### src/rtl/motor_pwm_driver.sv
// Dual-channel (left/right) motor driver: slew-limited duty ramps plus a PWM output.
// A channel reverses direction only from duty 0 and only after a dead time has elapsed.
module motor_pwm_driver #(
    parameter int unsigned PRESCALE    = 10,
    parameter int unsigned RAMP_DIV    = 50000,
    parameter int unsigned RAMP_STEP   = 16,
    parameter int unsigned DEAD_CYCLES = 5000
) (
    input  logic       clk,
    input  logic       rst_n,
    input  logic       enable,
    input  logic [3:0] instruction,
    output logic       pwm_l,
    output logic       pwm_r,
    output logic       dir_l,
    output logic       dir_r,
    output logic [7:0] duty_l,
    output logic [7:0] duty_r,
    output logic       busy
);
    localparam int unsigned PreW  = (PRESCALE > 1) ? $clog2(PRESCALE) : 1;
    localparam int unsigned RampW = (RAMP_DIV > 1) ? $clog2(RAMP_DIV) : 1;
    localparam int unsigned DeadW = (DEAD_CYCLES > 1) ? $clog2(DEAD_CYCLES) : 1;

    localparam logic [PreW-1:0]  PreMax   = PreW'(PRESCALE - 1);
    localparam logic [RampW-1:0] RampMax  = RampW'(RAMP_DIV - 1);
    localparam logic [DeadW-1:0] DeadLoad = DeadW'(DEAD_CYCLES - 1);
    localparam logic [7:0]       Step     = 8'(RAMP_STEP);

    typedef enum logic [1:0] {StIdle, StDrive, StStop, StDead} ch_state_e;

    // Index 0 is the left channel, index 1 the right channel.
    ch_state_e        state_q [2];
    ch_state_e        state_d [2];
    logic [1:0]       dir_q, dir_d;
    logic [7:0]       duty_q  [2];
    logic [7:0]       duty_d  [2];
    logic [DeadW-1:0] dead_q  [2];
    logic [DeadW-1:0] dead_d  [2];

    logic [7:0]       mag;
    logic [7:0]       tgt [2];
    logic [1:0]       tdir;

    logic [PreW-1:0]  pre_q;
    logic [RampW-1:0] ramp_q;
    logic [7:0]       cnt_q;
    logic [7:0]       active_q [2];
    logic [1:0]       pwm_q;
    logic             tick, pwm_step;

    assign tick     = (ramp_q == RampMax);
    assign pwm_step = (pre_q == PreMax);

    always_comb begin
        case (instruction[3:2])
            2'd0:    mag = 8'd64;
            2'd1:    mag = 8'd128;
            2'd2:    mag = 8'd192;
            default: mag = 8'd255;
        endcase
        case (instruction[1:0])
            2'b00:   tdir = 2'b00;
            2'b01:   tdir = 2'b11;
            2'b10:   tdir = 2'b01;
            default: tdir = 2'b10;
        endcase
        tgt[0] = enable ? mag : 8'd0;
        tgt[1] = enable ? mag : 8'd0;
    end

    always_ff @(posedge clk or negedge rst_n) begin
        if (!rst_n) begin
            for (int i = 0; i < 2; i++) begin
                state_q[i] <= StIdle;
                duty_q[i]  <= '0;
                dead_q[i]  <= '0;
            end
            dir_q <= '0;
        end else begin
            for (int i = 0; i < 2; i++) begin
                state_q[i] <= state_d[i];
                duty_q[i]  <= duty_d[i];
                dead_q[i]  <= dead_d[i];
            end
            dir_q <= dir_d;
        end
    end

    always_comb begin
        for (int i = 0; i < 2; i++) begin
            state_d[i] = state_q[i];
            case (state_q[i])
                StIdle: begin
                    if (tgt[i] != 8'd0) state_d[i] = (tdir[i] == dir_q[i]) ? StDrive : StDead;
                end
                StDrive: begin
                    if (tgt[i] == 8'd0 || tdir[i] != dir_q[i]) state_d[i] = StStop;
                end
                StStop: begin
                    if (duty_q[i] == 8'd0) begin
                        state_d[i] = StIdle;
                    end else if (tgt[i] != 8'd0 && tdir[i] == dir_q[i]) begin
                        state_d[i] = StDrive;
                    end
                end
                StDead: begin
                    if (dead_q[i] == '0 || tdir[i] == dir_q[i]) state_d[i] = StIdle;
                end
                default: state_d[i] = StIdle;
            endcase
        end
    end

    // Duty stepping follows the next state, so a target change on a tick cycle steps at once.
    always_comb begin
        logic [8:0] up;
        up    = '0;
        dir_d = dir_q;
        for (int i = 0; i < 2; i++) begin
            duty_d[i] = duty_q[i];
            dead_d[i] = dead_q[i];
            up        = {1'b0, duty_q[i]} + {1'b0, Step};
            if (state_q[i] == StDead) begin
                if (dead_q[i] == '0) begin
                    dir_d[i] = tdir[i];
                end else begin
                    dead_d[i] = dead_q[i] - DeadW'(1);
                end
            end else if (state_d[i] == StDead) begin
                dead_d[i] = DeadLoad;
            end
            case (state_d[i])
                StDrive: begin
                    if (tick) begin
                        if (duty_q[i] < tgt[i]) begin
                            duty_d[i] = (up >= {1'b0, tgt[i]}) ? tgt[i] : up[7:0];
                        end else if (duty_q[i] > tgt[i]) begin
                            duty_d[i] = (duty_q[i] - tgt[i] > Step) ? duty_q[i] - Step : tgt[i];
                        end
                    end
                end
                StStop: begin
                    if (tick) duty_d[i] = (duty_q[i] > Step) ? duty_q[i] - Step : 8'd0;
                end
                default: duty_d[i] = '0;
            endcase
        end
    end

    assign busy = (state_q[0] != StIdle) || (state_q[1] != StIdle);

    // Active duty only changes at the period wrap so a PWM period is never cut short.
    always_ff @(posedge clk or negedge rst_n) begin
        if (!rst_n) begin
            pre_q  <= '0;
            ramp_q <= '0;
            cnt_q  <= '0;
            pwm_q  <= '0;
            for (int i = 0; i < 2; i++) active_q[i] <= '0;
        end else begin
            ramp_q <= tick ? '0 : ramp_q + RampW'(1);
            pre_q  <= pwm_step ? '0 : pre_q + PreW'(1);
            if (pwm_step) begin
                cnt_q <= cnt_q + 8'd1;
                if (cnt_q == 8'hff) begin
                    for (int i = 0; i < 2; i++) active_q[i] <= duty_q[i];
                end
            end
            for (int i = 0; i < 2; i++) pwm_q[i] <= (cnt_q < active_q[i]);
        end
    end

    assign pwm_l  = pwm_q[0];
    assign pwm_r  = pwm_q[1];
    assign dir_l  = dir_q[0];
    assign dir_r  = dir_q[1];
    assign duty_l = duty_q[0];
    assign duty_r = duty_q[1];

endmodule

### config.mk
export PLATFORM = sky130hd
export DESIGN_NAME = motor_pwm_driver
export DESIGN_NICKNAME = d
export VERILOG_FILES = /design/src/rtl/motor_pwm_driver.sv
export SDC_FILE = /design/constraint.sdc
export NUM_CORES = 1
export LEC_CHECK = 0
export CAP_MARGIN = 40
export CORE_MARGIN = 3
export CORE_UTILIZATION = 35
export CTS_CLUSTER_DIAMETER = 50
export DETAILED_ROUTE_END_ITERATION = 12
export PLACE_DENSITY_LB_ADDON = 0.05
export SLEW_MARGIN = 30
export SYNTH_ARGS = -nofsm -noshare
export SYNTH_HDL_FRONTEND = slang
export SYNTH_SLANG_ARGS = --single-unit
### constraint.sdc
create_clock -name clk -period 4.35 [get_ports clk]
set_clock_uncertainty 0.15 [all_clocks]
set_input_delay 0.435 -clock clk [delete_from_list [all_inputs] [get_ports clk]]
set_output_delay 0.435 -clock clk [all_outputs]
set_load 0.05 [all_outputs]
=== Word-level counts from Yosys, hierarchy flattened ===
Cells that the tools add are included.

* Bits in registers: 94
* Bits of input ports: 7
* Output and inout bits: 21
* Word-level logic and storage cells: 137

* Add/sub/neg operators: 11
* $lt $le $gt $ge: 12
* Equal/unequal tests: 31
* Multiplexer cells: 41
* Reduce and logical (&&, ||, !) cells: 28

{| class="wikitable"
|+ Operator list
! kind !! count
|-
| 8-bit 2-to-1 mux || 15
|-
| 13-bit 2-to-1 mux || 6
|-
| 8-bit by 5-bit > comparator with 1-bit output (second input constant) || 4
|-
| 8-bit < comparator || 4
|-
| 8-bit one-hot mux with 2 select lines || 2
|-
| 13-bit zero test || 2
|-
| 13-bit by 1-bit subtractor with 13-bit output (second input constant) || 2
|-
| 8-bit zero test || 3
|-
| 2-bit 2-to-1 mux || 12
|-
| 8-bit one-hot mux with 3 select lines || 1
|-
| 2-bit == test (second input constant) || 10
|-
| 8-bit by 5-bit adder with 9-bit output (second input constant) || 2
|-
| 9-bit by 8-bit >= comparator with 1-bit output || 2
|-
| 16-bit by 1-bit adder with 16-bit output (second input constant) || 1
|-
| 16-bit == test (second input constant) || 1
|-
| 8-bit > comparator || 2
|-
| 16-bit 2-to-1 mux || 1
|-
| 2-bit one-hot mux with 4 select lines || 2
|-
| 8-bit by 5-bit subtractor with 8-bit output (second input constant) || 2
|-
| 8-bit subtractor || 2
|-
| 2-bit by 1-bit == test with 1-bit output (second input constant) || 6
|-
| 2-bit inequality test (second input constant) || 6
|-
| 2-bit AND reduction || 5
|-
| 8-bit by 1-bit adder with 8-bit output (second input constant) || 1
|-
| 14 further kinds || 29
|}

=== Logic depth before layout (Yosys ltp) ===
* Depth in word-level cells: 11
* Mapped depth: 17
* Mapped depth without buffers: 17

=== Least setup slack after synthesis ===
Ideal clock, no wire load.

* Kind: register to register
* From: register duty_q, in the netlist duty_l[4]
* To: register duty_q, in the netlist duty_l[6]
* Data arrival time: 3.538 ns
* Data required time: 4.082 ns
* Setup slack: 0.544 ns
* Stages on the path, launching flop included: 17
* Clock period less this slack: 3.806 ns
* Cell sequence: dfrtp_1 > clkbuf_1 > inv_1 > ha_1 > nand2b_1 > nor3_1 > o21ai_0 > a21o_1 > a22o_1 > ha_1 > nand4_1 > or4_1 > o21ai_1 > buf_2 > nor2_1 > a32o_1 > a21o_1

{| class="wikitable"
|+ RTL lines
! what !! line !! text
|-
| start: declaration || 36 || <nowiki>logic [7:0] duty_q [2];</nowiki>
|-
| start signal: indexed assignment || 83 || <nowiki>duty_q[i] <= duty_d[i];</nowiki>
|}

=== Final worst setup path ===
* From: register dead_q[17] in the netlist's numbering
* To: register duty_q, in the netlist duty_l[6]

* Word-level cells in the longest chain between the ends: 7
* Elaborated cells between the ends (all ways): 11
* Those cells by class: eq/ne: 5; mux: 3; reduce/logical: 3

{| class="wikitable"
|+ RTL lines
! what !! line !! text
|-
| start: declaration || 38 || <nowiki>logic [DeadW-1:0] dead_q [2];</nowiki>
|-
| start signal: indexed assignment || 84 || <nowiki>dead_q[i] <= dead_d[i];</nowiki>
|-
| 13-bit zero test (*) || 108 || <nowiki>if (dead_q[i] == '0 || tdir[i] == dir_q[i]) state_d[i] = StIdle;</nowiki>
|-
| 1-bit logical OR (*) || 108 ||
|-
| 2-bit 2-to-1 mux (*) || 108 ||
|-
| 2-bit one-hot mux with 4 select lines (*) || 93 || <nowiki>case (state_q[i])</nowiki>
|-
| 2-bit by 1-bit == test with 1-bit output or 2-bit == test (tied branches) || 133 || <nowiki>case (state_d[i])</nowiki>
|-
| 3-bit inequality test (no line) or 2-bit inequality test (tied branches) || n/a ||
|-
| 3-bit AND reduction (no line) || n/a ||
|}

Every way passes the cells marked *; elsewhere a longest branch is shown, timed or not.
A chain may end at the register's enable or synchronous reset.

==> results.ini <==
[pwr]
vdd_drop_max_mv=0.233
swShare=0.411
power_frac_comb=0.465
p_seq_frac=0.280
leakage_nw=2.82
p_int_mw=1.97
p_per_area_nw_per_um2=513
pwr-share-clk=0.255
p_switching_mw=1.38

[finish]
fin_nets=727
drive_gt1_frac=0.0761
antenna_cells=0
areaGrowthSynthToFinish_pct=16.0
fill_cells=1540

[critical_path]
critPathTopFamily=simple AND/OR/NAND/NOR gates
worstPathRequired_ns=4.43
reg2reg_depth=12
critPathArrivalTime_ns=4.01
timing.critical_path.buf_inv=1
slowest_stage=or4_1
critical_path.max_stage_delay_ns=0.60
crit_path_start_kind=register
cp-end-kind=register
critical_path_peak_fanout=7
crit_cells=12
crit_chain=or4_1 -> nor4b_2 -> a21oi_1 -> o21ai_1 -> ha_1 -> nand4_1 -> or4_1 -> o21ai_1 -> buf_4 -> nor2_1 -> a32o_1 -> a21o_1
critPathKind=register to register

[floorplan]
die_area_um2=17700
die_h_um=133
start_util=0.364
ios=28
coreArea_um2=15500
std_cell_rows=45
die_w_um=133

[clocking]
cts-buffers-inserted=9
clockBufferDepth=2
htreeDepth=3
cts.sinks=82
cts_setup_buffers=0
worstSkewPairLatency_ns=0.34
cts-root-buf=clkbuf_16
cts_tree=done
clk_pin_slew_ns=0.07

[sta]
finalCritPeriodShare=0.901
period_needed_ns=3.92
fin_hold_ws_ns=0.313
tns_ns=0
slew_headroom=0.535
timing.fmax_mhz=255
hold_violations=0
rsz0062_at_grt=false
setup_viol=0
final_max_slew_viol_count=0
tightestPinTransition_ns=0.688

[logic_synthesis]
syn_area_um2=5640
synth_edf_count=0
synth_compound_area_frac=0.165
yosys.area_share.simple=0.215
synth_warnings=0
synthCells=631
synth.avg_cell_area_um2=8.93
ys_seq_area_frac=0.364
synthAdderAreaFrac=0.127
synth_xor_area_frac=0.0684
synth_top_family_by_area=simple AND/OR/NAND/NOR gates
synthArstFlopShare=1.00
muxShareOfSynthArea=0.00821
synth_flop_cell=dfrtp_1
ys_types=63
ys_ff_latch=82
synth_nets=693

[route]
ant_nets=0
drt_iter0_drc=234
routed-via-count=4652
finalWirelength_um=13700
drt_first_pass_iters=4
drc=0
routedWlPerCell_um=15.5
via_per_inst=5.28

[placed_design]
numPortBuffers=27
place_congestion=0.874
dp_hpwl_um=10100

[job]
max_cap_violations=0

[hold_path]
min_path_type=register to register
min_path_cells=1

[global_routing]
grt_start_max_net_pins=44
antenna_found_initial=0
overflow=0
grt_use_total=0.159
grt_pass1_wl_um=23100
grt_pass1_vias=4631

[run_status]
status=completed

==> cell type report <==
class | count | area [um2] | area share
Inverter | 42 | 158 | 0.0241
Clock buffer | 10 | 239 | 0.0366
Clock inverter | 6 | 93.8 | 0.0144
Tap cell | 211 | 264 | 0.0404
Multi-Input combinational cell | 481 | 3300 | 0.504
Timing Repair Buffer | 49 | 435 | 0.0666
Sequential cell | 82 | 2050 | 0.314
==> power by group through the flow <==
stage          clock (mW)  combinational [mW]  sequential [mW]
2_1_floorplan           0                1.05             1.01
3_3_place_gp            0                1.54            0.949
3_5_place_dp            0                1.55            0.949
4_1_cts             0.891                1.56            0.936
5_1_grt             0.913                1.75            0.950
6_report            0.854                1.56            0.937
==> synthesized netlist by cell type, drive strengths merged (8+ instances only) <==
master	number	area share
a21o	9	0.012
a21oi	29	0.026
a31oi	11	0.013
and3	8	0.0089
buf	17	0.018
clkbuf	9	0.0060
dfrtp	82	0.36
ha	55	0.12
inv	42	0.028
nand2	46	0.031
nand2b	13	0.014
nand3	32	0.029
nor2	51	0.034
nor2b	10	0.011
nor3	21	0.019
nor4	8	0.0089
o21ai	37	0.033
or3	15	0.018
xnor2	31	0.048
xor2	13	0.020
==> cell usage in the layout (no fill, tap or decap), drive strengths merged, types with 4 or more instances in the layout <==
| cell | n |
|---|---|
| nor3b | 4 |
| o31ai | 7 |
| dfrtp | 82 |
| o21ai | 37 |
| o211ai | 4 |
| nand2 | 46 |
| ha | 55 |
| clkdlybuf4s50 | 26 |
| a211o | 5 |
| nand2b | 13 |
| buf | 22 |
| or4 | 6 |
| nor3 | 21 |
| xor2 | 13 |
| a21o | 9 |
| inv | 45 |
| and2 | 4 |
| a21oi | 29 |
| nor4 | 8 |
| clkbuf | 10 |
| nand3 | 32 |
| and3 | 8 |
| nor2b | 10 |
| nor2 | 51 |
| nor4b | 5 |
| nand4 | 5 |
| or3 | 15 |
| a31oi | 11 |
| o22ai | 5 |
| xnor2 | 31 |
==> worst paths after layout <==
| check | start | end | slack [ns] |
|---|---|---|---|
| max in group asynchronous | rst_n | active_q[7] | 2.62 |
| worst min-delay path | ramp_q[0] | ramp_q[0] | 0.31 |
| min in group asynchronous | rst_n | ramp_q[13] | 0.47 |
| worst max register to register | dead_q[17] | duty_l[6] | 0.43 |
| worst min register to register | ramp_q[0] | ramp_q[0] | 0.31 |
| worst max-delay path | dead_q[17] | duty_l[6] | 0.43 |
==> routing by layer <==
| layer | vias to the layer above | part of all wire | track usage |
|---|---|---|---|
| met2 | 61 | 0.46 | 0.260 |
| met1 | 2251 | 0.49 | 0.212 |
| met4 | 0 | 0.019 | 0.0502 |
| li1 | 2323 | - | - |
| met5 | - | 0 | 0 |
| met3 | 17 | 0.029 | 0.0327 |
==> metrics by stage <==
step | utilization | std cells | setup WS [ns] | power, mW | instance area [um2]
after floorplan | - | 631 | 0.544 | 2.06 | 5640
after global placement | 0.400 | 864 | 0.277 | 2.49 | 6190
after detailed placement | 0.400 | 864 | 0.281 | 2.50 | 6190
after CTS | 0.422 | 881 | 0.349 | 3.39 | 6540
after global routing | 0.422 | 881 | 0.0155 | 3.62 | 6540
final | 0.422 | 881 | 0.429 | 3.35 | 6540
==> logic make-up after synthesis <==
kind of cell             count (synthesis)
flip-flops                              82
adder cells (fa/ha/maj)                 58
multiplexers                             4
XOR/XNOR                                44
AO/OA/AOI/OAI                          141
AND/OR/NAND/NOR                        234
buffers and inverters                   68
==> sequential cells by signal, summed over array words and instances, names as in the netlist <==
signal    flops
dead_q       26
ramp_q       16
active_q     10
cnt_q         8
duty_l        5
duty_r        5
pre_q         4
state_q       4
dir_q         2
pwm_q         2
==> worst register-to-register path: cells and delay by family, from the launching register on <==
kind                     cells  cell delay [ns]
buffers and inverters        1             0.17
AND/OR/NAND/NOR              5             1.71
flip-flops                   1             0.42
AO/OA/AOI/OAI                5             1.05
adder cells (fa/ha/maj)      1             0.31
==> repair_timing <==
action,4_1_cts,5_1_grt
resized for setup,0,1
endpoints found under the hold margin,42,0
endpoints found under the setup margin,0,2
hold buffers,1,0
Note: power is estimated with default switching activity, not from simulation.
